--- config.mk ---
export PLATFORM = sky130hd
export DESIGN_NAME = mastermind_turn_fsm
export DESIGN_NICKNAME = d
export VERILOG_FILES = /design/src/rtl/mastermind_pkg.sv /design/src/rtl/mm_wrap_counter.sv /design/src/rtl/mastermind_turn_fsm.sv
export SDC_FILE = /design/constraint.sdc
export NUM_CORES = 1
export LEC_CHECK = 0
export BUFFER_PORTS_ARGS = -buffer_cell sky130_fd_sc_hd__buf_2
export CAP_MARGIN = 10
export CORE_MARGIN = 5
export CORE_UTILIZATION = 45
export CTS_BUF_LIST = sky130_fd_sc_hd__clkbuf_4 sky130_fd_sc_hd__clkbuf_8 sky130_fd_sc_hd__clkbuf_16
export CTS_CLUSTER_DIAMETER = 150
export DETAILED_ROUTE_END_ITERATION = 16
export PLACE_DENSITY = 0.83
export SKIP_LAST_GASP = 1
export SYNTH_ARGS = -nofsm -noshare
export SYNTH_HDL_FRONTEND = slang
export SYNTH_SLANG_ARGS = --single-unit
--- constraint.sdc ---
create_clock -name clk -period 1.4 [get_ports clk]
set_input_delay 0.14 -clock clk [delete_from_list [all_inputs] [get_ports clk]]
set_output_delay 0.14 -clock clk [all_outputs]
set_load 0.01 [all_outputs]
--- src/rtl/mastermind_pkg.sv ---
// Shared definitions for the Mastermind turn sequencer.
//   turn_state_t : sequencer states
//   pw_of/gw_of/rw_of : widths of the player, guess and round fields
package mastermind_pkg;

   typedef enum logic [2:0] {
      IDLE,
      MAKE,
      BREAK,
      ROUND_END,
      GAME_OVER
   } turn_state_t;

   // Player index width: max(1, clog2(n_players)).
   function automatic int pw_of(input int n_players);
      int w;
      w = $clog2(n_players);
      return (w < 1) ? 1 : w;
   endfunction

   // Guess count width: must hold the value MAX_GUESSES itself.
   function automatic int gw_of(input int max_guesses);
      return $clog2(max_guesses + 1);
   endfunction

   // Round index width: max(1, clog2(n_rounds)).
   function automatic int rw_of(input int n_rounds);
      int w;
      w = $clog2(n_rounds);
      return (w < 1) ? 1 : w;
   endfunction

endpackage

--- src/rtl/mm_wrap_counter.sv ---
// Modulo-MODULUS up counter with synchronous clear.
//   clk, reset : clock, synchronous active-high reset
//   clr        : force count to 0 (wins over inc)
//   inc        : advance by one, wrapping from MODULUS-1 to 0
//   count      : current value
//   wrap       : high while count == MODULUS-1
module mm_wrap_counter #(
   parameter int MODULUS = 2,
   parameter int W       = 1
) (
   input  logic         clk,
   input  logic         reset,
   input  logic         clr,
   input  logic         inc,
   output logic [W-1:0] count,
   output logic         wrap
);

   localparam logic [W-1:0] LAST = W'(MODULUS - 1);

   assign wrap = (count == LAST);

   // NOTE: registered state is written with non-blocking assignments so every
   // flop samples the pre-edge values of its neighbours.
   always_ff @(posedge clk) begin
      if (reset) begin
         count <= '0;
      end else if (clr) begin
         count <= '0;
      end else if (inc) begin
         count <= wrap ? '0 : count + W'(1);
      end
   end

endmodule

--- src/rtl/mastermind_turn_fsm.sv ---
// Turn and role sequencer for the electronic Mastermind machine.
//   clk, reset   : clock, synchronous active-high reset
//   start        : begin a game (IDLE / GAME_OVER only)
//   take_code    : maker commits the secret code (MAKE only)
//   guess_valid  : breaker submits a guess (BREAK only)
//   guess_hit    : all pegs exact, qualified by guess_valid
//   abort        : abandon the game from any non-IDLE state
//   maker_id     : current code maker
//   breaker_id   : current code breaker, (maker_id+1) mod N_PLAYERS
//   player_active: one-hot player expected to act
//   code_maker   : high in MAKE
//   code_breaker : high in BREAK
//   guess_cnt    : accepted guesses this round
//   round_cnt    : current round index
//   round_done   : high for the single ROUND_END cycle
//   breaker_won  : last round ended on a hit
//   game_over    : high in GAME_OVER
// All outputs derive from registers only; no input reaches an output
// without passing through a clock edge.
module mastermind_turn_fsm
   import mastermind_pkg::*;
#(
   parameter int  N_PLAYERS   = 2,
   parameter int  MAX_GUESSES = 10,
   parameter int  N_ROUNDS    = 4,
   localparam int PW          = pw_of(N_PLAYERS),
   localparam int GW          = gw_of(MAX_GUESSES),
   localparam int RW          = rw_of(N_ROUNDS)
) (
   input  logic                 clk,
   input  logic                 reset,
   input  logic                 start,
   input  logic                 take_code,
   input  logic                 guess_valid,
   input  logic                 guess_hit,
   input  logic                 abort,
   output logic [PW-1:0]        maker_id,
   output logic [PW-1:0]        breaker_id,
   output logic [N_PLAYERS-1:0] player_active,
   output logic                 code_maker,
   output logic                 code_breaker,
   output logic [GW-1:0]        guess_cnt,
   output logic [RW-1:0]        round_cnt,
   output logic                 round_done,
   output logic                 breaker_won,
   output logic                 game_over
);

   localparam logic [GW-1:0] GUESS_LAST = GW'(MAX_GUESSES - 1);

   turn_state_t state;
   turn_state_t state_nxt;
   logic        won_nxt;
   logic        clear_all;
   logic        next_round;
   logic        guess_inc;
   logic        maker_wrap;
   logic        round_wrap;
   logic        guess_wrap_unused;

   // ---------------- counters ----------------
   mm_wrap_counter #(.MODULUS(N_PLAYERS), .W(PW)) u_maker (
      .clk   (clk),
      .reset (reset),
      .clr   (clear_all),
      .inc   (next_round),
      .count (maker_id),
      .wrap  (maker_wrap)
   );

   // Modulus MAX_GUESSES+1 so the count can rest at MAX_GUESSES; the round
   // always ends on that guess, so the counter never actually wraps.
   mm_wrap_counter #(.MODULUS(MAX_GUESSES + 1), .W(GW)) u_guess (
      .clk   (clk),
      .reset (reset),
      .clr   (clear_all | next_round),
      .inc   (guess_inc),
      .count (guess_cnt),
      .wrap  (guess_wrap_unused)
   );

   mm_wrap_counter #(.MODULUS(N_ROUNDS), .W(RW)) u_round (
      .clk   (clk),
      .reset (reset),
      .clr   (clear_all),
      .inc   (next_round),
      .count (round_cnt),
      .wrap  (round_wrap)
   );

   // ---------------- next-state logic ----------------
   // NOTE: every signal assigned here gets a default first, so no path leaves
   // it unassigned and no latch is inferred.
   always_comb begin
      state_nxt  = state;
      won_nxt    = breaker_won;
      clear_all  = 1'b0;
      next_round = 1'b0;
      guess_inc  = 1'b0;
      if (abort && (state != IDLE)) begin
         state_nxt = IDLE;
         won_nxt   = 1'b0;
         clear_all = 1'b1;
      end else begin
         case (state)
            IDLE, GAME_OVER: begin
               if (start) begin
                  state_nxt = MAKE;
                  won_nxt   = 1'b0;
                  clear_all = 1'b1;
               end
            end
            MAKE: begin
               if (take_code) state_nxt = BREAK;
            end
            BREAK: begin
               if (guess_valid) begin
                  guess_inc = 1'b1;
                  // A hit on the final allowed guess still counts as a hit.
                  if (guess_hit || (guess_cnt == GUESS_LAST)) begin
                     state_nxt = ROUND_END;
                     won_nxt   = guess_hit;
                  end
               end
            end
            ROUND_END: begin
               if (round_wrap) begin
                  state_nxt = GAME_OVER;
               end else begin
                  state_nxt  = MAKE;
                  won_nxt    = 1'b0;
                  next_round = 1'b1;
               end
            end
            default: begin
               state_nxt = IDLE;
               won_nxt   = 1'b0;
               clear_all = 1'b1;
            end
         endcase
      end
   end

   // ---------------- state and registered flags ----------------
   always_ff @(posedge clk) begin
      if (reset) begin
         state        <= IDLE;
         breaker_won  <= 1'b0;
         code_maker   <= 1'b0;
         code_breaker <= 1'b0;
         round_done   <= 1'b0;
         game_over    <= 1'b0;
      end else begin
         state        <= state_nxt;
         breaker_won  <= won_nxt;
         code_maker   <= (state_nxt == MAKE);
         code_breaker <= (state_nxt == BREAK);
         round_done   <= (state_nxt == ROUND_END);
         game_over    <= (state_nxt == GAME_OVER);
      end
   end

   // ---------------- role decode ----------------
   assign breaker_id = maker_wrap ? '0 : maker_id + PW'(1);

   always_comb begin
      player_active = '0;
      if (code_maker) begin
         player_active[maker_id] = 1'b1;
      end else if (code_breaker) begin
         player_active[breaker_id] = 1'b1;
      end
   end

endmodule

# Word-level counts from Yosys, hierarchy flattened
# Cells that the tools add are included.
[classes]
n_addsub = 3
order_cmp = 4
n_eq_ne = 15
mux = 30
bitwise = 2
n_reduce_logical = 12
[ops]
columns = ["operator", "count"]
rows = [
  ["$mux W3", 6],
  ["$mux W1", 15],
  ["$eq A3 B2 Y1 const B", 4],
  ["$pmux W3 S4", 1],
  ["$eq A4 B4 Y1 const B", 2],
  ["$ne A2 B2 Y1 const B", 4],
  ["$reduce_or A2 Y1", 4],
  ["$eq A3 B1 Y1 const B", 2],
  ["$eq A3 B3 Y1 const B", 2],
  ["$mux W2", 3],
  ["$reduce_and A5 Y1", 1],
  ["$add A4 B1 Y4 const B", 1],
  ["$lt A1 B2 Y1 const B", 2],
  ["$mux W4", 1],
  ["$pmux W1 S4", 1],
  ["$logic_and A1 B1 Y1", 3],
  ["$logic_not A3 Y1", 1],
  ["$reduce_bool A3 Y1", 1],
  ["$reduce_or A3 Y1", 1],
  ["$add A2 B1 Y2 const B", 1],
  ["$demux W1 S1", 2],
  ["$eq A2 B2 Y1 const B", 1],
  ["$ge A1 B1 Y1 const B", 2],
  ["$pmux W1 S2", 1],
  ["4 further kinds", 4],
]
[word_totals]
reg_bits = 15
inputBits = 7
out_inout_bits = 15
word_cells = 75

# Logic depth before layout (Yosys ltp)
[depth]
depth_word = 8
depth_mapped = 5
depth_no_buf = 5

# By module
# Synthesis repeated with hierarchy kept, for this count alone.
[unflattened]
cells_unflattened = 91
area_unflattened_um2 = 843.3
[by_module_without_submodules]
columns = ["module", "n_inst", "cells_per_inst", "area_each_um2", "seq_area_each_um2"]
rows = [
  ["mastermind_turn_fsm", 1, 57, 495.5, 160.2],
  ["mm_wrap_counter (u_guess)", 1, 22, 206.4, 80.1],
  ["mm_wrap_counter (u_round)", 1, 8, 95.1, 40.0],
  ["mm_wrap_counter (u_maker)", 1, 4, 46.3, 20.0],
]

# Worst setup path before layout
# Ideal clock, no wire load.
[synth_timing]
path_type = "reg2reg"
from = "register u_round.count[0]"
to = "register code_breaker"
setup_ps = 115
t_arrival_ps = 1281
slack_ps = 4
stages_incl_launch_ff = 6
n_path_buf = 0
synth_period_minus_slack_ps = 1396
path_cell_list = "dfxtp_1 > ha_1 > nor4bb_1 > o32ai_1 > o21a_1 > and2_1"
[synth_between]
elab_chain_cells = 5
[synth_rtl]
columns = ["element", "line", "source"]
rows = [
  ["from (decl)", "mm_wrap_counter.sv:15", "output logic [W-1:0] count,"],
  ["from (signal assigned)", "mm_wrap_counter.sv:31", "count <= wrap ? '0 : count + W'(1);"],
  ["$eq A2 B2 Y1", "mm_wrap_counter.sv:21", "assign wrap = (count == LAST);"],
  ["$mux W3", "mastermind_turn_fsm.sv:127", "if (round_wrap) begin"],
  ["$pmux W3 S4", "mastermind_turn_fsm.sv:105", "case (state)"],
  ["$mux W3", "mastermind_turn_fsm.sv:100", "if (abort && (state != IDLE)) begin"],
  ["$eq A3 B2 Y1", "mastermind_turn_fsm.sv:157", "code_breaker <= (state_nxt == BREAK);"],
  ["to (signal assigned)", "mastermind_turn_fsm.sv:157", ""],
  ["to (decl)", "mastermind_turn_fsm.sv:41", "output logic code_breaker,"],
]
# Every way passes these cells.
# A chain may end at the register's enable or synchronous reset.

# Worst setup path after layout
[layout_timing]
from = "register state[0]"
to = "register u_guess.count[3]"
[layout_between]
elab_chain_cells = 6
elab_cells_between_ends = 17
[layout_rtl]
columns = ["element", "line", "source"]
rows = [
  ["from (decl)", "mastermind_turn_fsm.sv:51", "turn_state_t state;"],
  ["from (signal assigned)", "mastermind_turn_fsm.sv:154", "state <= state_nxt;"],
  ["$eq A3 B2 Y1 (tied with other cells)", "mastermind_turn_fsm.sv:105", ""],
  ["$reduce_or A3 Y1 (no source line) / $reduce_or A2 Y1 (equally long branches)", "--", ""],
  ["$pmux W1 S2", "mastermind_turn_fsm.sv:105", ""],
  ["$mux W1", "mastermind_turn_fsm.sv:100", ""],
  ["$or A1 B1 Y1", "mastermind_turn_fsm.sv:76", ".clr (clear_all | next_round),"],
  ["$reduce_or A2 Y1 (no source line)", "--", ""],
  ["to (signal assigned)", "mm_wrap_counter.sv:31", ""],
  ["to (decl)", "mm_wrap_counter.sv:15", ""],
]
# Several ways; a longest one is shown, not always the timed one.

==> results.cfg <==
[run_status]
status = finished, violations left
failed_checks = setup timing

[synthesis]
ys_types = 37
netlist_instances = 93
synth.area.top_cells = dfxtp_1, nor2_1, o21ai_0, xnor2_1, nand3_1
synthTopCellsByCount = dfxtp_1, nor2_1, o21ai_0, nand2_1, nand3_1
synth_top_area_share_pct = 37.7
synth_edf_count = 0
ys_seq_area_share_pct = 37.7
syn_area_per_cell_um2 = 8.57
yosys.area.top_type = dfxtp_1
yosysMostFrequentCell = dfxtp_1
syn_area_um2 = 797
synth_nets = 101
ys_ff_latch = 15
synth_ff_type = dfxtp_1
ys_warn_count = 0
async_reset_ff_share_pct = 0

[finish]
nFillCells = 140
instances_no_fill = 154
antenna_cells = 0
nNetsFinal = 138
drive_gt1_share_pct = 42.6
syn_to_final_growth_pct = 40.5

[cts]
clock-sinks = 15
holdBufCountCts = 0
numCtsBuffers = 3
cts_tree = yes
clock_latency_ps = 270
cts_max_level = 1
clk_path_buf_depth = 2
clk_pin_slew_ps = 90
cts_root_buf = clkbuf_4
cts_setup_buffers = 0

[global_route]
grtUsageTotal_pct = 15.3
overflow = 0
grt_pass1_wl_um = 3180
grt_max_degree = 10
antenna_found_initial = 0
grt_pass1_vias = 783

[die]
ios = 22
die_h_um = 52.1
dieArea_mm2 = 0.00271
die_width_um = 52.1
initial_core_util_pct = 46.7
rows = 15
core-area_mm2 = 0.00171

[job]
max_cap_viol_count = 0

[min_path]
min_path_type = primary input to flip-flop

[drt]
ant_nets = 0
vias = 817
drc = 0
drt-total-wl_um = 2040
drt-pass1-iter-count = 4
vias_per_cell = 5.31
wl_per_cell_um = 13.2
drt_iter0_markers = 7

[sta]
fin_worst_skew_ps = 3.80
tightest_slew_ps = 399
setup_viol = 2
period_share_pct = 101
rsz0062_at_grt = yes
fin_ws_ps = -16.6
max_slew_margin_pct = 73.1
fin_crit_ps = 1420
hold_viol_final = 0
fmax_mhz = 706
drv_slew = 0

[power_and_ir_drop]
powerDensity_mw_per_mm2 = 738
power.total_mw = 0.826
peakVddDrop_v = 0.000602
leakage_nw = 0.460

[placed_design]
dp.cells = 150
gp_congestion = 0.887
place_hpwl_um = 1510
io_buffer_count = 21

[setup_path]
cp_max_fo = 4
cp.arrival_ps = 1620
path_class = flip-flop to flip-flop
crit_required_ps = 1610
startpoint_type = flip-flop
end_kind = flip-flop
## through the flow
stage / TNS [ps] / instance area (um2) / worst slack (ps) / utilization (%) / hold slack [ps]
finish: -20.2 / 1120 / -16.6 / 65.6 / 101
global route: -92.9 / 1120 / -55.7 / 65.6 / 83.4
CTS: -8.99 / 1070 / -8.99 / 62.5 / 92.0
detailed placement: -108 / 1020 / -45.7 / 59.9 / 388
global placement: 0 / 1020 / 10.6 / 59.9 / 384
floorplan: 0 / 797 / 4.00 / - / 210
## what timing repair did
action,4_1_cts,5_1_grt
gates resized for setup,3,11
setup endpoints to repair,5,8
pin swaps,2,0
## cell type report
cell class              instances  area [um2]  area share [%]
multi-input cells              71         527            47.0
flip-flops and latches         15         303            27.0
repair buffers                 35         214            19.1
well taps                      25        31.3            2.79
clock buffers                   4        30.0            2.68
inverters                       4        15.0            1.34
## power by group
part	switching, mW	total (mW)	leakage [nW]	internal, mW
Sequential	0.00670	0.441	0.122	0.434
Combinational	0.0659	0.124	0.319	0.0583
Clock	0.131	0.261	0.0184	0.130
Total	0.204	0.826	0.460	0.622
## final timing paths
path / startpoint / end / slack, ps / cells after the start
max reg2reg: state[0]$_SDFF_PP0_ / u_guess.count[3]$_SDFFE_PP0P_ / -20 / 4
min reg2reg: breaker_won$_SDFFE_PP0P_ / breaker_won$_SDFFE_PP0P_ / 490 / 2
min: reset / state[0]$_SDFF_PP0_ / 100 / 2
max: state[0]$_SDFF_PP0_ / u_guess.count[3]$_SDFFE_PP0P_ / -20 / 4
## critical path: stages, from the launching register on
cell and delay, ps:
dfxtp_2 340, or4b_4 580, nor3_4 200, o21ai_1 80
a21oi_1 150
## cell families (layout without fill, tap and decap cells)
logic type | count (synthesis) | count (layout) | share of synthesized area, %
flip-flops | 15 | 15 | 37.7
multiplexers | 3 | 3 | 3.92
adder cells (fa/ha/maj) | 1 | 1 | 1.57
XOR/XNOR | 3 | 3 | 3.30
AO/OA/AOI/OAI | 20 | 20 | 15.1
AND/OR/NAND/NOR | 44 | 44 | 34.7
buffers and inverters | 7 | 43 | 3.77
## sequential cells by signal, summed over array words and instances, names as in the netlist
| register | count |
|---|---|
| state | 3 |
| round_done | 1 |
| code_breaker | 1 |
| u_maker.count | 1 |
| u_round.count | 2 |
| game_over | 1 |
| u_guess.count | 4 |
| breaker_won | 1 |
| code_maker | 1 |
## layout by cell type, fill, tap and decap left out, drive strengths merged
cell type | Yosys | routed
mux2 | 1 | 1
or4b | 2 | 2
a211oi | 1 | 1
nor2b | 3 | 3
o32ai | 1 | 1
nand3 | 5 | 5
nand2 | 6 | 6
dfxtp | 15 | 15
nand4b | 1 | 1
a21o | 1 | 1
a21oi | 3 | 3
nand2b | 1 | 1
clkbuf | 0 | 4
ha | 1 | 1
nor4b | 1 | 1
inv | 4 | 4
or2 | 1 | 1
nand3b | 1 | 1
buf | 3 | 35
xnor2 | 3 | 3
nor4bb | 2 | 2
mux2i | 2 | 2
and2 | 1 | 1
nor2 | 13 | 13
nor3b | 1 | 1
nor3 | 2 | 2
a31oi | 1 | 1
o21ai | 10 | 10
or3 | 1 | 1
o311ai | 1 | 1
o21a | 1 | 1
and3b | 1 | 1
nor4 | 1 | 1
and2b | 1 | 1
a22o | 1 | 1
## routing by layer
layer  track usage, %  vias to the layer above  wire length, um
met1             17.8                      382              901
met2             25.9                       24             1000
met5                0                        -                0
met3             2.87                        6               91
li1                 -                      405                -
met4             8.73                        0               38
No activity file was read; power rests on OpenSTA's default activity.
